## config.mk

```make
export PLATFORM = sky130hd
export DESIGN_NAME = ibwt_top_flat
export DESIGN_NICKNAME = d
export VERILOG_FILES = /design/src/rtl/ibwt_top_if.sv /design/src/rtl/ibwt_top.sv /design/src/flat_wrapper.sv
export SDC_FILE = /design/constraint.sdc
export NUM_CORES = 2
export LEC_CHECK = 0
export BUFFER_PORTS_ARGS = -buffer_cell sky130_fd_sc_hd__buf_2
export CORE_MARGIN = 8
export CORE_UTILIZATION = 25
export DETAILED_ROUTE_END_ITERATION = 16
export PLACE_DENSITY = 0.46
export SYNTH_ARGS = -nofsm -noshare
export SYNTH_HDL_FRONTEND = slang
export SYNTH_SLANG_ARGS = --single-unit
```

## constraint.sdc

```tcl
create_clock -name clk -period 39.6 [get_ports clk]
set_input_delay 3.96 -clock clk [delete_from_list [all_inputs] [get_ports clk]]
set_output_delay 3.96 -clock clk [all_outputs]
set_load 0.05 [all_outputs]
```

## src/rtl/ibwt_top_if.sv

```systemverilog
// Block-level handshake bundle for the inverse BWT engine: level start,
// BWT column in, decoded string out, and the three status flags.
interface ibwt_top_if #(
    parameter int STRING_LEN = 32
);
    logic                      start;
    logic [8*STRING_LEN-1:0]   input_string_char;
    logic [8*STRING_LEN-1:0]   output_string_char;
    logic                      valid_out;
    logic                      busy;
    logic                      error;

    modport master (
        output start,
        output input_string_char,
        input  output_string_char,
        input  valid_out,
        input  busy,
        input  error
    );

    modport slave (
        input  start,
        input  input_string_char,
        output output_string_char,
        output valid_out,
        output busy,
        output error
    );
endinterface

```

## src/rtl/ibwt_top.sv

```systemverilog
// Inverse Burrows-Wheeler transform: ranks every byte of L to build the
// LF map, then walks it backwards from the sentinel row to rebuild S.
module ibwt_top #(
    parameter int          STRING_LEN = 32,
    parameter logic [7:0]  SENTINEL   = 8'h24
) (
    input  logic      clk,
    input  logic      rst,
    ibwt_top_if.slave bus
);
    localparam int N  = STRING_LEN;
    localparam int IW = $clog2(N);
    localparam logic [IW:0]   ONE_W = 1;
    localparam logic [IW-1:0] ONE_I = 1;

    typedef enum logic [2:0] {IDLE, LOAD, RANK, WALK, DONE} state_t;

    state_t          state, state_next;
    logic [7:0]      l_mem  [N];
    logic [IW-1:0]   lf_mem [N];
    logic [7:0]      s_mem  [N];
    logic [IW-1:0]   idx, r, k;
    logic [IW:0]     sent_cnt;

    logic [IW:0]     rank_sum;
    logic [IW:0]     sent_cnt_next;
    logic            rank_last, walk_last;
    logic [8*N-1:0]  s_final;

    // NOTE: every variable driven here gets a default before the loop, so no latch is inferred.
    always_comb begin
        rank_sum = '0;
        for (int j = 0; j < N; j++) begin
            if (l_mem[j] < l_mem[idx] || (j < int'(idx) && l_mem[j] == l_mem[idx]))
                rank_sum = rank_sum + ONE_W;
        end
        sent_cnt_next = sent_cnt + ((l_mem[idx] == SENTINEL) ? ONE_W : '0);
        rank_last     = (idx == IW'(N-1));
        walk_last     = (k == '0);
    end

    // Byte 0 is the last one written by the walk, so it is taken straight from L[r].
    always_comb begin
        s_final = '0;
        for (int m = 0; m < N; m++) begin
            if (m == N-1)  s_final[8*m +: 8] = SENTINEL;
            else if (m == 0) s_final[8*m +: 8] = l_mem[r];
            else           s_final[8*m +: 8] = s_mem[m];
        end
    end

    always_ff @(posedge clk or posedge rst) begin
        if (rst) state <= IDLE;
        else     state <= state_next;
    end

    always_comb begin
        state_next = state;
        case (state)
            IDLE: if (bus.start) state_next = LOAD;
            LOAD: state_next = RANK;
            RANK: if (rank_last) state_next = (sent_cnt_next == ONE_W) ? WALK : DONE;
            WALK: if (walk_last) state_next = DONE;
            DONE: if (bus.valid_out && !bus.start) state_next = IDLE;
            default: state_next = IDLE;
        endcase
    end

    always_comb begin
        bus.busy = (state == LOAD) || (state == RANK) || (state == WALK);
    end

    // NOTE: the small L/lf/S arrays are cleared by reset so an abandoned block leaves nothing behind.
    always_ff @(posedge clk or posedge rst) begin
        if (rst) begin
            for (int i = 0; i < N; i++) begin
                l_mem[i]  <= '0;
                lf_mem[i] <= '0;
                s_mem[i]  <= '0;
            end
            idx                    <= '0;
            r                      <= '0;
            k                      <= '0;
            sent_cnt               <= '0;
            bus.valid_out          <= 1'b0;
            bus.error              <= 1'b0;
            bus.output_string_char <= '0;
        end else begin
            case (state)
                IDLE: begin
                    bus.valid_out          <= 1'b0;
                    bus.error              <= 1'b0;
                    bus.output_string_char <= '0;
                end
                LOAD: begin
                    for (int i = 0; i < N; i++) l_mem[i] <= bus.input_string_char[8*i +: 8];
                    idx      <= '0;
                    sent_cnt <= '0;
                end
                RANK: begin
                    lf_mem[idx] <= rank_sum[IW-1:0];
                    sent_cnt    <= sent_cnt_next;
                    idx         <= idx + ONE_I;
                    if (rank_last) begin
                        r         <= '0;
                        k         <= IW'(N-2);
                        bus.error <= (sent_cnt_next != ONE_W);
                    end
                end
                WALK: begin
                    s_mem[k] <= l_mem[r];
                    r        <= lf_mem[r];
                    if (walk_last) begin
                        bus.output_string_char <= s_final;
                        bus.valid_out          <= 1'b1;
                    end else begin
                        k <= k - ONE_I;
                    end
                end
                DONE: begin
                    // Only the error path arrives here without valid_out already set.
                    if (!bus.valid_out) begin
                        bus.valid_out          <= 1'b1;
                        bus.output_string_char <= '0;
                    end else if (!bus.start) begin
                        bus.valid_out          <= 1'b0;
                        bus.error              <= 1'b0;
                        bus.output_string_char <= '0;
                    end
                end
                default: ;
            endcase
        end
    end
endmodule

```

## src/flat_wrapper.sv

```systemverilog
// flat-port wrapper written by rule: the top's interface ports become plain ports
module ibwt_top_flat 
#(
    parameter int          STRING_LEN = 32,
    parameter logic [7:0]  SENTINEL   = 8'h24
)
  (clk, rst, bus_start, bus_input_string_char, bus_output_string_char, bus_valid_out, bus_busy, bus_error);
  ibwt_top_if #(.STRING_LEN(STRING_LEN)) bus_i ();
  input  logic clk;
  input  logic rst;
  input wire logic [$bits(bus_i.start)-1:0] bus_start;
  input wire logic [$bits(bus_i.input_string_char)-1:0] bus_input_string_char;
  output wire logic [$bits(bus_i.output_string_char)-1:0] bus_output_string_char;
  output wire logic [$bits(bus_i.valid_out)-1:0] bus_valid_out;
  output wire logic [$bits(bus_i.busy)-1:0] bus_busy;
  output wire logic [$bits(bus_i.error)-1:0] bus_error;
  assign bus_i.start = bus_start;
  assign bus_i.input_string_char = bus_input_string_char;
  assign bus_output_string_char = bus_i.output_string_char;
  assign bus_valid_out = bus_i.valid_out;
  assign bus_busy = bus_i.busy;
  assign bus_error = bus_i.error;
  ibwt_top #(.STRING_LEN(STRING_LEN), .SENTINEL(SENTINEL)) u_core (.clk(clk), .rst(rst), .bus(bus_i));
endmodule
```

==> metrics list <==
- Status: finished, final reports clean
- Global routing used 16.8% of the available tracks across all layers.
* Sequential element share of the synthesized area: 47.4%
- Die Wd: around 460 µm
- Endpoint kind of the worst setup timing path: register
* Post-Synthesis Cells: 4225
- Storage element area: 23300 µm²
- Static timing analysis puts the maximum clock frequency at between 0.04 and 0.05 GHz.
- 1st-iter DRT viols: around 3100
* Avg Vias per Cell: ~5.0
- Multi-input gate area in the final layout: between 20000 and 25000 µm²
- Cell taking the most area after synthesis: sky130_fd_sc_hd__dfrtp_1
- The number of setup buffers added after CTS is 0.
- Relative to the synthesized area, the layout overhead comes to 19.2%.
- The min-delay analysis places its worst path in the category register to register.
- Synthesis warning total: 0
* Final clock period utilization by the worst path: roughly 55%
* Cts-stage hold buffer count: 0
- Most congested layer reported by global routing: met2
- Among all stages on the critical path, the largest delay is contributed by sky130_fd_sc_hd__dfrtp_4.
- Syn Area/Cell: 11.6 µm²
- Worst path arrival time: between 20 and 25 ns
* Latest clock arrival within the worst-skew pair: slightly below 0.8 ns
* Via count: about 37000
- Max-capacitance violation count: 0
* I/O pin cnt: around 520
* Launching element type of the critical path: register
- TritonCTS built the clock tree.
- In the final routed layout, each cell accounts on average for approximately 25 µm.
* Met1 track demand over resource in global routing: 24.2%
* Max-slew violation count: 0
- Post-synthesis cell area: between 40000 and 50000 µm²
- Max Root-Sink Buffers: 3
* Die area: between 200000 and 250000 µm²
* Number of buffers inserted during clock tree synthesis: between 100 and 150
- Clock skew on the completed layout was measured at around 0.094 ns.
- Entering global routing, the biggest net connects slightly above 200 pins.
* Final sum of negative setup slack: 0 ns
- After clock tree synthesis, the clock-pin slew on the worst setup and hold paths is 0.06 ns.
- Height of the die: approximately 460 µm
- Setup violations remaining at the end of the flow were counted as 0.
- Of all nets on the critical path, the largest fanout is around 50.
* Met3 demand-to-capacity share in global routing: approximately 3.3%
* Area inside the core boundary: 196000 µm²
- Cell at the root of the clock tree: sky130_fd_sc_hd__clkbuf_16
- Antenna-violating nets left: 0
- Cells with a size suffix above 1 make up approximately 28% of the layout.
- Overflow left after global routing: 0
- After the last flow step, the layout net total stands at ~5200.
- The H-tree generated during clock tree synthesis spans 3 levels.
- The initial antenna violation count is 45.
- Fill cell total of the finished layout: 20200
- HPWL Detailed: approximately 130000 µm
- Wirelength, routed: between 150000 and 200000 µm
* Placer's final routability congestion estimate: 0.886
* Post-synth ARST share: 100%
- The first global-routing pass estimated between 200000 and 300000 µm of wire.
- The floorplan has ~160 rows.
- At the pin with the least slew margin, the transition time is approximately 1.3 ns.
* Number of synthesized register bits: approximately 930
- OpenSTA, run right after detailed placement, puts the worst setup slack at between 15 and 20 ns.
- Among all flip-flop cells after synthesis, the most frequent one is sky130_fd_sc_hd__dfrtp_1.
- The synthesized netlist contains 99 unique library cells.
- For the worst setup path, the data required time is around 40 ns.
- For this run, the slowest stage of the critical path takes ~0.85 ns.
- Across all hold checks on the routed design, the worst slack comes to between 0.4 and 0.5 ns.
- Layout Utilization: 29.8%
- The number of global-route vias before repair is ~36000.
- Most frequent cell on the critical path: sky130_fd_sc_hd__ha_1
- The number of endpoints with negative hold slack in the final report came to 0.
* Number of design rule violations left after detail routing: 0
- Top cells by area, synth: sky130_fd_sc_hd__dfrtp_1 (47%), sky130_fd_sc_hd__mux4_2 (9.1%), sky130_fd_sc_hd__ha_1 (7.6%)
* Minimum clock period after layout: 21.62 ns
* Number of clock sinks: ~930
* Port buffer count: ~510
- Post-route worst setup slack: roughly 18 ns
* Tightest slew margin relative to the limit: about 15%
- For this run, the detailed router's first-pass iteration total came to 5.
* Resized Gates After CTS: 0
- In the global route stage, met2 resource usage came out at a little over a quarter.
- In this run the biggest area consumer among cell types represents 47.4% of the synthesized area.
- The worst setup path is of the register to register kind.
- For this configuration, the core starts out at a cell density of around a quarter.
- The synthesized design contains 0 enable-type register cells.
* Setup repair after global routing missed its margin: false
[final timing paths]
kind	slack, ns	cells past startpoint	start	endpoint
max	17.98	96	u_core.idx[2]	u_core.lf_mem[99]
min	0.47	1	u_core.s_final[87]	u_core.bus.output_string_char[87]
max reg2reg	17.98	96	u_core.idx[2]	u_core.lf_mem[99]
min reg2reg	0.47	1	u_core.s_final[87]	u_core.bus.output_string_char[87]
max in group asynchronous	32.39	6	rst	u_core.s_final[116]
min in group asynchronous	3.35	2	rst	u_core.bus.output_string_char[234]
[registers in the layout, indices dropped and copies added (netlist names), 3 cells and up]
signal	cells
u_core.idx	5
u_core.sent_cnt	6
u_core.k	5
u_core.bus.output_string_char	249
u_core.s_final	240
u_core.l_mem	256
u_core.lf_mem	160
u_core.state	3
u_core.r	5
[Yosys cell counts (6+ instances only)]
library cell	instances
sky130_fd_sc_hd__dfrtp_1	931
sky130_fd_sc_hd__nand2_1	407
sky130_fd_sc_hd__o21ai_0	336
sky130_fd_sc_hd__ha_1	298
sky130_fd_sc_hd__mux2_2	256
sky130_fd_sc_hd__nor2_1	251
sky130_fd_sc_hd__a21oi_1	247
sky130_fd_sc_hd__a22o_1	244
sky130_fd_sc_hd__mux4_2	199
sky130_fd_sc_hd__clkbuf_1	197
sky130_fd_sc_hd__xnor2_1	91
sky130_fd_sc_hd__inv_1	75
sky130_fd_sc_hd__mux2i_1	55
sky130_fd_sc_hd__nand4_1	52
sky130_fd_sc_hd__nor2b_1	43
sky130_fd_sc_hd__nand3_1	41
sky130_fd_sc_hd__a21o_1	36
sky130_fd_sc_hd__buf_1	35
sky130_fd_sc_hd__nand2b_1	29
sky130_fd_sc_hd__nor3_1	29
sky130_fd_sc_hd__o21a_1	28
sky130_fd_sc_hd__xor2_1	27
sky130_fd_sc_hd__and2_1	23
sky130_fd_sc_hd__a31oi_1	20
sky130_fd_sc_hd__o21ai_2	17
sky130_fd_sc_hd__a211oi_1	15
sky130_fd_sc_hd__and3_1	13
sky130_fd_sc_hd__a21oi_2	11
sky130_fd_sc_hd__o211ai_1	11
sky130_fd_sc_hd__o22ai_1	11
sky130_fd_sc_hd__buf_2	10
sky130_fd_sc_hd__xnor3_1	10
sky130_fd_sc_hd__buf_4	9
sky130_fd_sc_hd__o31ai_1	9
sky130_fd_sc_hd__xnor2_2	8
sky130_fd_sc_hd__and4_1	7
sky130_fd_sc_hd__o21ai_1	7
sky130_fd_sc_hd__o21bai_1	7
sky130_fd_sc_hd__nor4_1	6
sky130_fd_sc_hd__or2_2	6
[worst max-delay path, delay by kind of cell, from the launching register on]
family	cells	cell delay [ns]
simple gates	19	2.35
compound gates	23	4.12
buf+inv	9	2.21
xor+xnor	13	2.45
fa+ha+maj	18	5.26
flops	1	0.85
mux	14	4.09
[through the flow]
step | instances | area, µm²
2_1_floorplan | 4230 | 49200
3_3_place_gp | 7209 | 55000
3_5_place_dp | 7209 | 55000
4_1_cts | 7401 | 58600
5_1_grt | 7401 | 58600
6_report | 7403 | 58600
[cell type report]
class / instances / share of cell area, %
tap: 2640 / 5.63
sequential: 931 / 39.8
clock buffer: 156 / 5.15
antenna: 2 / 0.00854
multi-input combinational: 2966 / 42.3
timing repair buffer: 594 / 5.49
inverter: 78 / 0.512
clock inverter: 36 / 1.09
[cell usage in the layout (no fill, tap or decap), types with 52 or more instances in the layout]
| master | synthesis | layout |
|---|---|---|
| sky130_fd_sc_hd__buf_2 | 10 | 511 |
| sky130_fd_sc_hd__clkbuf_16 | 0 | 104 |
| sky130_fd_sc_hd__dfrtp_1 | 931 | 924 |
| sky130_fd_sc_hd__a22o_1 | 244 | 244 |
| sky130_fd_sc_hd__nor2_1 | 251 | 247 |
| sky130_fd_sc_hd__buf_4 | 9 | 80 |
| sky130_fd_sc_hd__mux4_2 | 199 | 199 |
| sky130_fd_sc_hd__mux2_2 | 256 | 256 |
| sky130_fd_sc_hd__nand2_1 | 407 | 407 |
| sky130_fd_sc_hd__inv_1 | 75 | 74 |
| sky130_fd_sc_hd__o21ai_0 | 336 | 335 |
| sky130_fd_sc_hd__a21oi_1 | 247 | 245 |
| sky130_fd_sc_hd__ha_1 | 298 | 298 |
| sky130_fd_sc_hd__nand4_1 | 52 | 52 |
| sky130_fd_sc_hd__xnor2_1 | 91 | 89 |
[cell families after synthesis]
logic type      Yosys count  share of synthesized area [%]
compound gates         1060                           14.2
mux                     511                           16.1
other cells               1                        0.00762
xor+xnor                149                           3.43
fa+ha+maj               299                           7.60
simple gates            941                           8.63
buf+inv                 333                           2.68
flops                   931                           47.4
[metal layers]
layer,part of all wire (%),vias up
met1,46,18600
met5,0.038,-
li1,-,16500
met3,6.6,306
met2,44,1298
met4,2.7,10
Power is not shown: default switching activity piles up to over one toggle a cycle in this logic, so the estimate is an artifact.
